## config.mk

```make
export PLATFORM = sky130hd
export DESIGN_NAME = lcd_spi_tx
export DESIGN_NICKNAME = d
export VERILOG_FILES = /design/src/rtl/lcd_spi_pkg.sv /design/src/rtl/lcd_por_seq.sv /design/src/rtl/lcd_spi_tx.sv
export SDC_FILE = /design/constraint.sdc
export NUM_CORES = 1
export LEC_CHECK = 0
export BUFFER_PORTS_ARGS = -buffer_cell sky130_fd_sc_hd__buf_2
export CORE_MARGIN = 2
export CORE_UTILIZATION = 49
export CTS_CLUSTER_SIZE = 40
export DETAILED_ROUTE_END_ITERATION = 7
export GPL_TIMING_DRIVEN = 0
export PLACE_DENSITY_LB_ADDON = 0.2
export SLEW_MARGIN = 20
export SYNTH_ARGS = -nofsm -noshare
export SYNTH_HDL_FRONTEND = slang
export SYNTH_HIERARCHICAL = 1
export SYNTH_SLANG_ARGS = --single-unit
```

## constraint.sdc

```tcl
create_clock -name clk -period 2.8 [get_ports clk]
set_input_delay 0.56 -clock clk [delete_from_list [all_inputs] [get_ports clk]]
set_output_delay 0.56 -clock clk [all_outputs]
set_load 0.05 [all_outputs]
```

## src/rtl/lcd_spi_pkg.sv

```systemverilog
// Shared definitions for the LCD SPI byte transmitter: state encoding, timing
// defaults and panel command bytes.
package lcd_spi_pkg;

  typedef enum logic [2:0] {
    StRstLow,
    StRstWait,
    StIdle,
    StSetup,
    StShift,
    StDesel
  } state_e;

  // Defaults assume a 50 MHz clock: 6.25 MHz SCLK, 10 ms reset pulse and wait.
  localparam int unsigned ClkDivDefault   = 4;
  localparam int unsigned RstPulseDefault = 500000;
  localparam int unsigned RstWaitDefault  = 500000;

  // Panel command bytes; page/column commands carry their argument in the low bits.
  localparam logic [7:0] CmdDisplayOff = 8'hAE;
  localparam logic [7:0] CmdDisplayOn  = 8'hAF;
  localparam logic [7:0] CmdPageSet    = 8'hB0;
  localparam logic [7:0] CmdColSetHi   = 8'h10;
  localparam logic [7:0] CmdColSetLo   = 8'h00;
  localparam logic [7:0] CmdStartLine  = 8'h40;

  function automatic int unsigned max_u(input int unsigned a, input int unsigned b);
    return (a > b) ? a : b;
  endfunction

endpackage

```

## src/rtl/lcd_por_seq.sv

```systemverilog
// Panel power-up sequencer: holds lcd_rst_n low, then waits before declaring the
// panel ready. done_pulse marks the cycle whose clock edge raises init_done.
module lcd_por_seq
  import lcd_spi_pkg::*;
#(
  parameter int unsigned RST_PULSE = RstPulseDefault,
  parameter int unsigned RST_WAIT  = RstWaitDefault
) (
  input  logic clk,
  input  logic rst,
  output logic lcd_rst_n,
  output logic init_done,
  output logic done_pulse
);

  localparam int unsigned SeqMax = max_u(RST_PULSE, RST_WAIT);
  localparam int unsigned SeqW   = $clog2(SeqMax + 1);
  localparam logic [SeqW-1:0] PulseLast = SeqW'(RST_PULSE - 1);
  localparam logic [SeqW-1:0] WaitLast  = SeqW'(RST_WAIT - 1);

  state_e          state_q, state_d;
  logic [SeqW-1:0] cnt_q, cnt_d;
  logic            rst_n_q, rst_n_d;
  logic            done_q, done_d;

  always_ff @(posedge clk or posedge rst) begin
    if (rst) begin
      state_q <= StRstLow;
      cnt_q   <= '0;
      rst_n_q <= 1'b0;
      done_q  <= 1'b0;
    end else begin
      state_q <= state_d;
      cnt_q   <= cnt_d;
      rst_n_q <= rst_n_d;
      done_q  <= done_d;
    end
  end

  always_comb begin
    state_d    = state_q;
    cnt_d      = cnt_q;
    rst_n_d    = rst_n_q;
    done_d     = done_q;
    done_pulse = 1'b0;
    unique case (state_q)
      StRstLow: begin
        if (cnt_q == PulseLast) begin
          state_d = StRstWait;
          cnt_d   = '0;
          rst_n_d = 1'b1;
        end else begin
          cnt_d = cnt_q + 1'b1;
        end
      end
      StRstWait: begin
        if (cnt_q == WaitLast) begin
          state_d    = StIdle;
          cnt_d      = '0;
          done_d     = 1'b1;
          done_pulse = 1'b1;
        end else begin
          cnt_d = cnt_q + 1'b1;
        end
      end
      default: ;
    endcase
  end

  assign lcd_rst_n = rst_n_q;
  assign init_done = done_q;

endmodule

```

## src/rtl/lcd_spi_tx.sv

```systemverilog
// LCD byte transmitter: runs the panel power-up sequence, then serializes
// command/data bytes as SPI mode 0, MSB first, with A0 held for the frame.
module lcd_spi_tx
  import lcd_spi_pkg::*;
#(
  parameter int unsigned CLK_DIV   = ClkDivDefault,
  parameter int unsigned RST_PULSE = RstPulseDefault,
  parameter int unsigned RST_WAIT  = RstWaitDefault
) (
  input  logic       clk,
  input  logic       rst,
  input  logic       tx_valid,
  input  logic [7:0] tx_data,
  input  logic       tx_dc,
  output logic       tx_ready,
  output logic       init_done,
  output logic       spi_sclk,
  output logic       spi_mosi,
  output logic       spi_cs_n,
  output logic       lcd_a0,
  output logic       lcd_rst_n
);

  localparam int unsigned DivW = $clog2(CLK_DIV + 1);
  localparam logic [DivW-1:0] DivLast = DivW'(CLK_DIV - 1);

  state_e          state_q, state_d;
  logic [DivW-1:0] div_q, div_d;
  logic [2:0]      bit_q, bit_d;
  logic [7:0]      shreg_q, shreg_d;
  logic            sclk_q, sclk_d;
  logic            mosi_q, mosi_d;
  logic            cs_n_q, cs_n_d;
  logic            a0_q, a0_d;
  logic            ready_q, ready_d;
  logic            por_done;
  logic            div_last;

  lcd_por_seq #(
    .RST_PULSE (RST_PULSE),
    .RST_WAIT  (RST_WAIT)
  ) u_por_seq (
    .clk        (clk),
    .rst        (rst),
    .lcd_rst_n  (lcd_rst_n),
    .init_done  (init_done),
    .done_pulse (por_done)
  );

  always_ff @(posedge clk or posedge rst) begin
    if (rst) begin
      state_q <= StRstLow;
      div_q   <= '0;
      bit_q   <= '0;
      shreg_q <= '0;
      sclk_q  <= 1'b0;
      mosi_q  <= 1'b0;
      cs_n_q  <= 1'b1;
      a0_q    <= 1'b0;
      ready_q <= 1'b0;
    end else begin
      state_q <= state_d;
      div_q   <= div_d;
      bit_q   <= bit_d;
      shreg_q <= shreg_d;
      sclk_q  <= sclk_d;
      mosi_q  <= mosi_d;
      cs_n_q  <= cs_n_d;
      a0_q    <= a0_d;
      ready_q <= ready_d;
    end
  end

  assign div_last = (div_q == DivLast);

  always_comb begin
    state_d = state_q;
    div_d   = div_q;
    bit_d   = bit_q;
    shreg_d = shreg_q;
    sclk_d  = sclk_q;
    mosi_d  = mosi_q;
    cs_n_d  = cs_n_q;
    a0_d    = a0_q;
    ready_d = ready_q;
    unique case (state_q)
      // The sequencer owns the power-up phases; ready rises on the same edge as init_done.
      StRstLow, StRstWait: begin
        if (por_done) begin
          state_d = StIdle;
          ready_d = 1'b1;
        end
      end
      StIdle: begin
        if (tx_valid && ready_q && init_done) begin
          state_d = StSetup;
          shreg_d = tx_data;
          a0_d    = tx_dc;
          mosi_d  = tx_data[7];
          cs_n_d  = 1'b0;
          ready_d = 1'b0;
          div_d   = '0;
          bit_d   = '0;
        end
      end
      StSetup: begin
        if (div_last) begin
          state_d = StShift;
          div_d   = '0;
          sclk_d  = 1'b1;
        end else begin
          div_d = div_q + 1'b1;
        end
      end
      StShift: begin
        if (div_last) begin
          div_d = '0;
          if (sclk_q) begin
            // Falling edge: present the next bit, except after the last one.
            sclk_d = 1'b0;
            if (bit_q != 3'd7) begin
              shreg_d = {shreg_q[6:0], 1'b0};
              mosi_d  = shreg_q[6];
            end
          end else if (bit_q == 3'd7) begin
            state_d = StDesel;
            cs_n_d  = 1'b1;
            mosi_d  = 1'b0;
          end else begin
            sclk_d = 1'b1;
            bit_d  = bit_q + 3'd1;
          end
        end else begin
          div_d = div_q + 1'b1;
        end
      end
      StDesel: begin
        if (div_last) begin
          state_d = StIdle;
          div_d   = '0;
          ready_d = 1'b1;
        end else begin
          div_d = div_q + 1'b1;
        end
      end
      default: state_d = StRstLow;
    endcase
  end

  assign tx_ready = ready_q;
  assign spi_sclk = sclk_q;
  assign spi_mosi = mosi_q;
  assign spi_cs_n = cs_n_q;
  assign lcd_a0   = a0_q;

endmodule

```

==> results of run 1 <==
==> final cells by class <==
cell class	instances	area, um^2	share of cell area, %
buffer	9	51.3	1.98
clock buffer	6	72.6	2.81
inverter	9	33.8	1.31
clock inverter	2	35.0	1.36
tap	54	67.6	2.61
timing repair buffer	18	90.1	3.48
multi-input combinational	168	1130	43.8
sequential	44	1100	42.6
==> logic make-up (layout without fill, tap and decap cells) <==
logic type                 count (synthesis)  after routing
xor gates and xnor gates                  14             14
adders and majority gates                  5              5
and+or+nand+nor                           93             93
muxes                                      6              6
DFF                                       44             44
buffers and inverters                     18             44
AOI/OAI and AO/OA                         50             50
==> sequential cells by signal, summed over array words and instances (netlist names) <==
name and cells:
u_por_seq/cnt_q 19, shreg_q 7, bit_q 3, div_q 3, state_q 3, u_por_seq/state_q 2, lcd_a0 1, spi_cs_n 1
spi_mosi 1, spi_sclk 1, tx_ready 1, u_por_seq/init_done 1, u_por_seq/lcd_rst_n 1
==> critical path, cell delays in order, from the launching register on <==
cell and delay (ps):
dfrtp_1 440, or4_1 540, or4_4 580, nor3_2 320, o21ai_0 130, o2bb2a_1 240
==> power groups by stage <==
stage | Clock [mW] | Combinational (mW) | Sequential [mW]
global placement | 0 | 0.0225 | 0.648
floorplan | 0 | 0.0112 | 0.647
CTS | 0.495 | 0.0228 | 0.635
detailed placement | 0 | 0.0226 | 0.648
global route | 0.517 | 0.0257 | 0.635
finish | 0.474 | 0.0215 | 0.635
==> cell usage after synthesis (all sizes together), types with 2 or more instances <==
master / count
a211oi: 2
a21oi: 13
a22o: 2
a41oi: 8
and3: 4
and4: 2
buf: 4
clkbuf: 5
dfrtp: 43
ha: 5
inv: 9
mux2i: 5
nand2: 25
nand2b: 3
nand3: 11
nand3b: 2
nand4: 5
nand4b: 2
nor2: 15
nor3: 6
nor3b: 3
nor4: 3
o2111ai: 3
o211ai: 2
o21ai: 6
or2: 3
or3: 2
or4: 2
or4b: 2
xnor2: 8
xor2: 6
==> placed cells by master, fill, tap and decap left out, drive strengths merged, types with 2 or more instances in the layout <==
| cell | instances |
|---|---|
| dfrtp | 43 |
| nand2 | 25 |
| buf | 22 |
| nor2 | 15 |
| a21oi | 13 |
| nand3 | 11 |
| clkbuf | 11 |
| inv | 9 |
| a41oi | 8 |
| xnor2 | 8 |
| o21ai | 6 |
| xor2 | 6 |
| nor3 | 6 |
| mux2i | 5 |
| nand4 | 5 |
| ha | 5 |
| and3 | 4 |
| nand2b | 3 |
| o2111ai | 3 |
| nor4 | 3 |
| or2 | 3 |
| nor3b | 3 |
| nand4b | 2 |
| a22o | 2 |
| a211oi | 2 |
| o211ai | 2 |
| or4b | 2 |
| nand3b | 2 |
| or3 | 2 |
| or4 | 2 |
| and4 | 2 |
==> stage by stage <==
step | cells | power (mW)
2_1_floorplan | 230 | 0.659
3_3_place_gp | 302 | 0.670
3_5_place_dp | 302 | 0.670
4_1_cts | 310 | 1.15
5_1_grt | 310 | 1.18
6_report | 310 | 1.13
==> worst paths after layout <==
kind	start	endpoint	slack, ps	cells past startpoint
setup reg to reg	u_por_seq/cnt_q[10]$_DFFE_PP0P_	tx_ready$_DFFE_PP0P_	500	5
hold / removal	rst	bit_q[2]$_DFFE_PP0P_	430	2
max in group asynchronous	rst	u_por_seq/cnt_q[8]$_DFFE_PP0P_	1820	2
min in group clk	u_por_seq/lcd_rst_n$_DFFE_PP0P_	u_por_seq/lcd_rst_n$_DFFE_PP0P_	450	1
setup / recovery	u_por_seq/cnt_q[10]$_DFFE_PP0P_	tx_ready$_DFFE_PP0P_	500	5
hold reg to reg	u_por_seq/lcd_rst_n$_DFFE_PP0P_	u_por_seq/lcd_rst_n$_DFFE_PP0P_	450	1
==> routing by layer <==
| metal | global-route usage, % | vias up | share of wire (%) | routed length [um] |
|---|---|---|---|---|
| li1 | - | 900 | - | - |
| met1 | 26.0 | 874 | 49 | 2180 |
| met2 | 28.7 | 30 | 47 | 2080 |
| met3 | 4.28 | 4 | 3.2 | 140 |
| met4 | 5.56 | 0 | 0.70 | 31 |
| met5 | 0 | - | 0 | 0 |
==> impl_metrics.sql, run 1 <==
INSERT INTO impl_metrics (metric_group, metric, value, unit) VALUES
('floorplan', 'total_die_area', '5300', 'um^2'),
('pwr', 'net-switching-power', '0.224', 'mW'),
('synthesis', 'synth_top_family_by_area', 'simple AND/OR/NAND/NOR gates', ''),
('grt', 'first_global_vias', '1648', ''),
('min_path', 'hold_path.class', 'in -> async', ''),
('placed_design', 'placement.io_buffers', '18', ''),
('timing', 'postLayoutSetupSlackWorst', '503', 'ps'),
('timing', 'slew-limit-headroom', '42.7', '%'),
('grt', 'gr-usage-all-layers', '18.5', '%'),
('synthesis', 'syn_nets', '247', ''),
('timing', 'fin_tns_setup', '0', 'ps'),
('setup_path', 'worst_setup_path_end_kind', 'flop', ''),
('floorplan', 'floorplan.die.height', '72.8', 'um'),
('cells_and_area', 'final_layout_size_suffix_gt1_share', '15.6', '%'),
('timing', 'setup_viol', '0', ''),
('clock_network', 'post_cts.repair.setup_buffers', '0', ''),
('pwr', 'leakagePower', '1.13', 'nW'),
('clock_network', 'cts_root_buffer', 'clkbuf_8', ''),
('pwr', 'power.ir.vdd_worst', '0.300', 'mV'),
('clock_network', 'htree_num_levels', '2', ''),
('pwr', 'internal_power', '0.906', 'mW'),
('synthesis', 'ys_types', '58', ''),
('grt', 'grt_overflow', '0', ''),
('placed_design', 'worst_setup_slack_after_placement', '514', 'ps'),
('setup_path', 'arrival', '2530', 'ps'),
('synthesis', 'yosys_register_bits', '44', ''),
('synthesis', 'synthesis.instances', '230', ''),
('placed_design', 'gpl.final_weighted_congestion', '0.804', ''),
('synthesis', 'postSynth.topFlopCell', 'dfrtp_1', ''),
('pwr', 'power.density', '437', 'nW/um^2'),
('setup_path', 'startpoint_type', 'flop', ''),
('cells_and_area', 'num-fill-cells', '406', ''),
('clock_network', 'clock_path_buffers', '2', ''),
('timing', 'final-max-slew-violation-count', '0', ''),
('cells_and_area', 'antenna-diode-count', '0', ''),
('route', 'total_detailed_routing_wirelength', '4440', 'um'),
('placed_design', 'detailed_place_hpwl', '3190', 'um'),
('route', 'vias', '1808', ''),
('pwr', 'clkPwrFrac', '41.9', '%'),
('floorplan', 'boundaryPins', '19', ''),
('synthesis', 'cell_accounting_for_the_most_synthesized_area', 'dfrtp_1', ''),
('floorplan', 'design.core.area', '4630', 'um^2'),
('clock_network', 'cts.sink_count', '44', ''),
('timing', 'final.min_clock_period', '2300', 'ps'),
('placed_design', 'placement.cell_area', '2480', 'um^2'),
('clock_network', 'holdBufCountCts', '0', ''),
('synthesis', 'synthXorXnorAreaFrac', '5.29', '%'),
('synthesis', 'ys_warn_count', '6', ''),
('pwr', 'swShare', '19.8', '%'),
('timing', 'worst_slew_pin_slew', '858', 'ps'),
('route', 'antenna_violating_nets_post_route', '0', ''),
('cells_and_area', 'final_design_area_no_fill', '2580', 'um^2'),
('route', 'detailedRoute.firstIterationViolations', '160', ''),
('clock_network', 'ctsResizeCount', '0', ''),
('synthesis', 'synth_mux_area_share', '2.64', '%'),
('cells_and_area', 'final_nets', '272', ''),
('timing', 'worst_setup_skew_after_layout', '8.28', 'ps'),
('cells_and_area', 'postLayoutCoreUtil', '55.8', '%'),
('synthesis', 'post_synth_main_area_contributors', 'dfrtp_1, nand2_1, a41oi_1', ''),
('route', 'routed_wire_length_per_instance', '14.3', 'um'),
('run_status', 'run_status', 'complete, no violations', ''),
('timing', 'hold_viol_final', '0', ''),
('run', 'drv.max_cap_violation_count', '0', ''),
('clock_network', 'clk_pin_slew_worst_paths', '80', 'ps'),
('setup_path', 'data_required_time_of_the_critical_path', '3030', 'ps'),
('timing', 'unrepaired_setup_endpoints_after_global_routing', 'false', ''),
('synthesis', 'yosys.area_share.adder', '2.70', '%'),
('pwr', 'combinationalPowerShare', '1.9', '%'),
('synthesis', 'synthesis.area', '2320', 'um^2'),
('route', 'drt_drc_violations_left', '0', ''),
('floorplan', 'die-width', '72.8', 'um');
No activity file was read; power rests on OpenSTA's default activity.
==> run 2: changes to the inputs <==
--- a/config.mk
+++ b/config.mk
@@ -5,6 +5,7 @@
 export SDC_FILE = /design/constraint.sdc
 export NUM_CORES = 1
 export LEC_CHECK = 0
+export ABC_AREA = 1
 export BUFFER_PORTS_ARGS = -buffer_cell sky130_fd_sc_hd__buf_2
 export CORE_MARGIN = 2
 export CORE_UTILIZATION = 49
==> constraint.sdc (replaced) <==
create_clock -name clk -period 1.9 [get_ports clk]
set_input_delay 0.38 -clock clk [delete_from_list [all_inputs] [get_ports clk]]
set_output_delay 0.38 -clock clk [all_outputs]
set_load 0.05 [all_outputs]
==> impl_metrics.sql, run 2 <==
INSERT INTO impl_metrics (metric_group, metric, value, unit) VALUES
('run_status', 'run_status', 'complete, no violations', ''),
('cells_and_area', 'num-fill-cells', '513', ''),
('synthesis', 'yosysTopAreaCellShare', '42.3', '%'),
('placed_design', 'gpl.final_weighted_congestion', '0.858', ''),
('grt', 'grt_use_met1', '29.0', '%'),
('cells_and_area', 'mostFrequentLayoutCell', 'nand2_1', ''),
('setup_path', 'worst_setup_path_startpoint', 'u_por_seq/state_q[1]$_DFFE_PP0P_', ''),
('synthesis', 'post_synth_edffs', '0', ''),
('synthesis', 'postSynth.topFlopCell', 'dfrtp_1', ''),
('pwr', 'final_total_power', '1.56', 'mW'),
('timing', 'final.min_clock_period', '1740', 'ps'),
('grt', 'number_of_antenna_violations_at_the_first_check_in_global_routing', '0', ''),
('floorplan', 'total_die_area', '5790', 'um^2'),
('setup_path', 'reg2regPathDepth', '11', ''),
('placed_design', 'worst_setup_slack_after_placement', '-44.6', 'ps'),
('cells_and_area', 'final_nets', '399', ''),
('cells_and_area', 'largest_register_ff_count', '19', ''),
('setup_path', 'r2r_end', 'state_q[1]$_DFFE_PP0P_', ''),
('setup_path', 'critical_path_depth', '11', ''),
('route', 'vias', '2177', ''),
('floorplan', 'floorplan.die.height', '76.1', 'um'),
('timing', 'hold_viol_final', '0', ''),
('placed_design', 'detailed_place_hpwl', '3710', 'um'),
('setup_path', 'critical_path.n_buffers_inverters', '3', ''),
('route', 'drt_drc_violations_left', '0', ''),
('grt', 'met2_usage', '28.4', '%'),
('floorplan', 'die-width', '76.1', 'um'),
('pwr', 'leakagePower', '1.53', 'nW'),
('route', 'antenna_violating_nets_post_route', '0', ''),
('setup_path', 'critPathMostFrequentCell', 'nand2_1', ''),
('timing', 'worst_hold_slack_after_final_layout', '231', 'ps'),
('cells_and_area', 'antenna-diode-count', '0', ''),
('floorplan', 'initial_cell_density_of_the_core', '50.1', '%'),
('floorplan', 'boundaryPins', '19', ''),
('synthesis', 'yosys-top-cells-count', 'nand2_1, nor2_1, inv_1', ''),
('clock_network', 'tritoncts_clock_tree', 'built', ''),
('clock_network', 'insertion_delay', '300', 'ps'),
('setup_path', 'data_required_time_of_the_critical_path', '2100', 'ps'),
('setup_path', 'crit_path_cell_trace', 'buf_6, inv_4, nand4_1, nor2_4, nand3_2, inv_1, nor3_1, nor2_2, nand3_1, nand2_1, nand2_1', ''),
('synthesis', 'cell_accounting_for_the_most_synthesized_area', 'dfrtp_1', ''),
('setup_path', 'cp_slowest_stage_delay', '380', 'ps'),
('synthesis', 'synth-seq-area-share', '43.3', '%'),
('cells_and_area', 'register_with_the_most_flip_flops', 'u_por_seq/cnt_q', ''),
('clock_network', 'clk_pin_slew_worst_paths', '90', 'ps'),
('grt', 'groute.layer.met3.usage', '4.38', '%'),
('synthesis', 'yosys_register_bits', '44', ''),
('route', 'drt_first_pass_iters', '7', ''),
('synthesis', 'ys_types', '28', ''),
('timing', 'slew-limit-headroom', '41.5', '%'),
('synthesis', 'synthArstFlopShare', '100', '%'),
('cells_and_area', 'most-common-layout-cells', 'nand2_1, nor2_1, inv_1', ''),
('synthesis', 'synthesis.instances', '356', ''),
('setup_path', 'critPathCapture', 'state_q[1]$_DFFE_PP0P_', ''),
('setup_path', 'r2r-start', 'u_por_seq/state_q[1]$_DFFE_PP0P_', ''),
('cells_and_area', 'layout-area-overhead-vs-synth', '11.4', '%'),
('cells_and_area', 'multi_input_area', '1240', 'um^2'),
('clock_network', 'cts.sink_count', '44', ''),
('timing', 'final-max-slew-violation-count', '0', ''),
('placed_design', 'placement.io_buffers', '18', ''),
('grt', 'grt_pass1_wl', '9200', 'um'),
('timing', 'setup_viol', '0', ''),
('synthesis', 'syn_nets', '373', ''),
('synthesis', 'avgSynthCellArea', '7.15', 'um^2'),
('timing', 'postLayoutSetupSlackWorst', '164', 'ps'),
('cells_and_area', 'final_layout_size_suffix_gt1_share', '14.4', '%'),
('setup_path', 'critical_path_s_slowest_cell', 'dfrtp_1', ''),
('floorplan', 'design.core.area', '5070', 'um^2'),
('cells_and_area', 'reg_top3', 'u_por_seq/cnt_q (19), shreg_q (7)', ''),
('route', 'routed_wire_length_per_instance', '11.3', 'um'),
('min_path', 'hold_path.class', 'in -> async', ''),
('clock_network', 'clock_path_buffers', '2', ''),
('setup_path', 'startpoint_type', 'flop', ''),
('timing', 'worst_setup_skew_after_layout', '6.77', 'ps'),
('route', 'total_detailed_routing_wirelength', '5120', 'um'),
('timing', 'fin_tns_setup', '0', 'ps'),
('clock_network', 'tritoncts.num_buffers', '5', ''),
('grt', 'first_global_vias', '2006', ''),
('synthesis', 'synthesis.area', '2540', 'um^2'),
('grt', 'grt-busiest-layer', 'met1', ''),
('grt', 'grt_overflow', '0', ''),
('floorplan', 'std_cell_rows', '26', ''),
('cells_and_area', 'postLayoutCoreUtil', '55.9', '%'),
('pwr', 'power.ir.vdd_worst', '0.313', 'mV'),
('setup_path', 'worst_setup_path_end_kind', 'flop', ''),
('synthesis', 'synth.most_common_cell', 'nand2_1', ''),
('route', 'post_drt_via_cell_ratio', '4.81', ''),
('setup_path', 'arrival', '1930', 'ps'),
('setup_path', 'path_delay_family', 'simple AND/OR/NAND/NOR gates', ''),
('timing', 'fmax', '576', 'MHz'),
('setup_path', 'critical_path_peak_fanout', '10', ''),
('timing', 'worst_slew_pin_slew', '876', 'ps'),
('synthesis', 'ys_warn_count', '6', ''),
('grt', 'grt_max_degree', '24', ''),
('clock_network', 'htree_num_levels', '2', ''),
('route', 'detailedRoute.firstIterationViolations', '117', ''),
('cells_and_area', 'sequential_cell_area', '1100', 'um^2'),
('grt', 'gr-usage-all-layers', '19.4', '%'),
('setup_path', 'setup_slack_reg_to_reg', '160', 'ps'),
('timing', 'min_period_over_period', '91.4', '%'),
('clock_network', 'cts_root_buffer', 'clkbuf_8', ''),
('setup_path', 'timing_worst_setup_path_type', 'reg -> reg', ''),
('clock_network', 'holdBufCountCts', '0', ''),
('pwr', 'power.density', '552', 'nW/um^2'),
('synthesis', 'post_synth_main_area_contributors', 'dfrtp_1, nand2_1, nor2_1', ''),
('run', 'drv.max_cap_violation_count', '0', '');
## run 2: worst min-delay path by stage
stage / from / endpoint / cells past startpoint
after floorplan: rst / bit_q[0]$_DFFE_PP0P_ / 1
after global placement: spi_cs_n$_DFFE_PP1P_ / spi_cs_n$_DFFE_PP1P_ / 2
after detailed placement: spi_cs_n$_DFFE_PP1P_ / spi_cs_n$_DFFE_PP1P_ / 2
after CTS: rst / state_q[0]$_DFFE_PP0P_ / 2
after global routing: tx_dc / lcd_a0$_DFFE_PP0P_ / 3
final: rst / spi_mosi$_DFFE_PP0P_ / 2
## run 2: kinds of logic after synthesis
family | after synthesis | synth area share, %
AND/OR/NAND/NOR | 231 | 39.2
flip-flops | 44 | 43.3
adder cells (fa/ha/maj) | 5 | 2.46
multiplexers | 1 | 0.393
buffers and inverters | 52 | 8.60
AO/OA/AOI/OAI | 15 | 3.29
XOR/XNOR | 8 | 2.75
## run 2: routing by layer
layer | vias to the layer above | part of all wire, %
met1 | 983 | 52
li1 | 1154 | -
met3 | 4 | 4.2
met2 | 36 | 42
met4 | 0 | 1.0
met5 | - | 0
## run 2: layout make-up
type / instances / share of cell area [%]
inverter: 47 / 6.31
sequential: 44 / 38.9
multi-input combinational: 260 / 43.7
timing repair buffer: 19 / 3.44
tap: 70 / 3.09
clock inverter: 3 / 0.662
buffer: 5 / 1.50
clock buffer: 5 / 2.43
## run 2: through the flow
| step | std cells | instance area [um^2] |
|---|---|---|
| CTS | 452 | 2810 |
| global placement | 444 | 2720 |
| floorplan | 356 | 2540 |
| detailed placement | 444 | 2720 |
| finish | 453 | 2840 |
| global route | 453 | 2840 |
## run 2: power breakdown
part / switching [mW] / leakage (nW) / total (mW) / internal, mW
Sequential: 0 / 0.581 / 0.936 / 0.936
Combinational: 0.0245 / 0.902 / 0.0359 / 0.0114
Clock: 0.336 / 0.0479 / 0.593 / 0.257
## run 2: repair_timing
| action | in CTS | in global routing |
|---|---|---|
| endpoints found under the setup margin | 4 | 4 |
| gates resized for setup | 1 | 4 |
| pin swaps | 0 | 1 |
| hold endpoints to repair | 0 | 0 |
| cloned | 0 | 0 |
| buffers inserted | 0 | 1 |
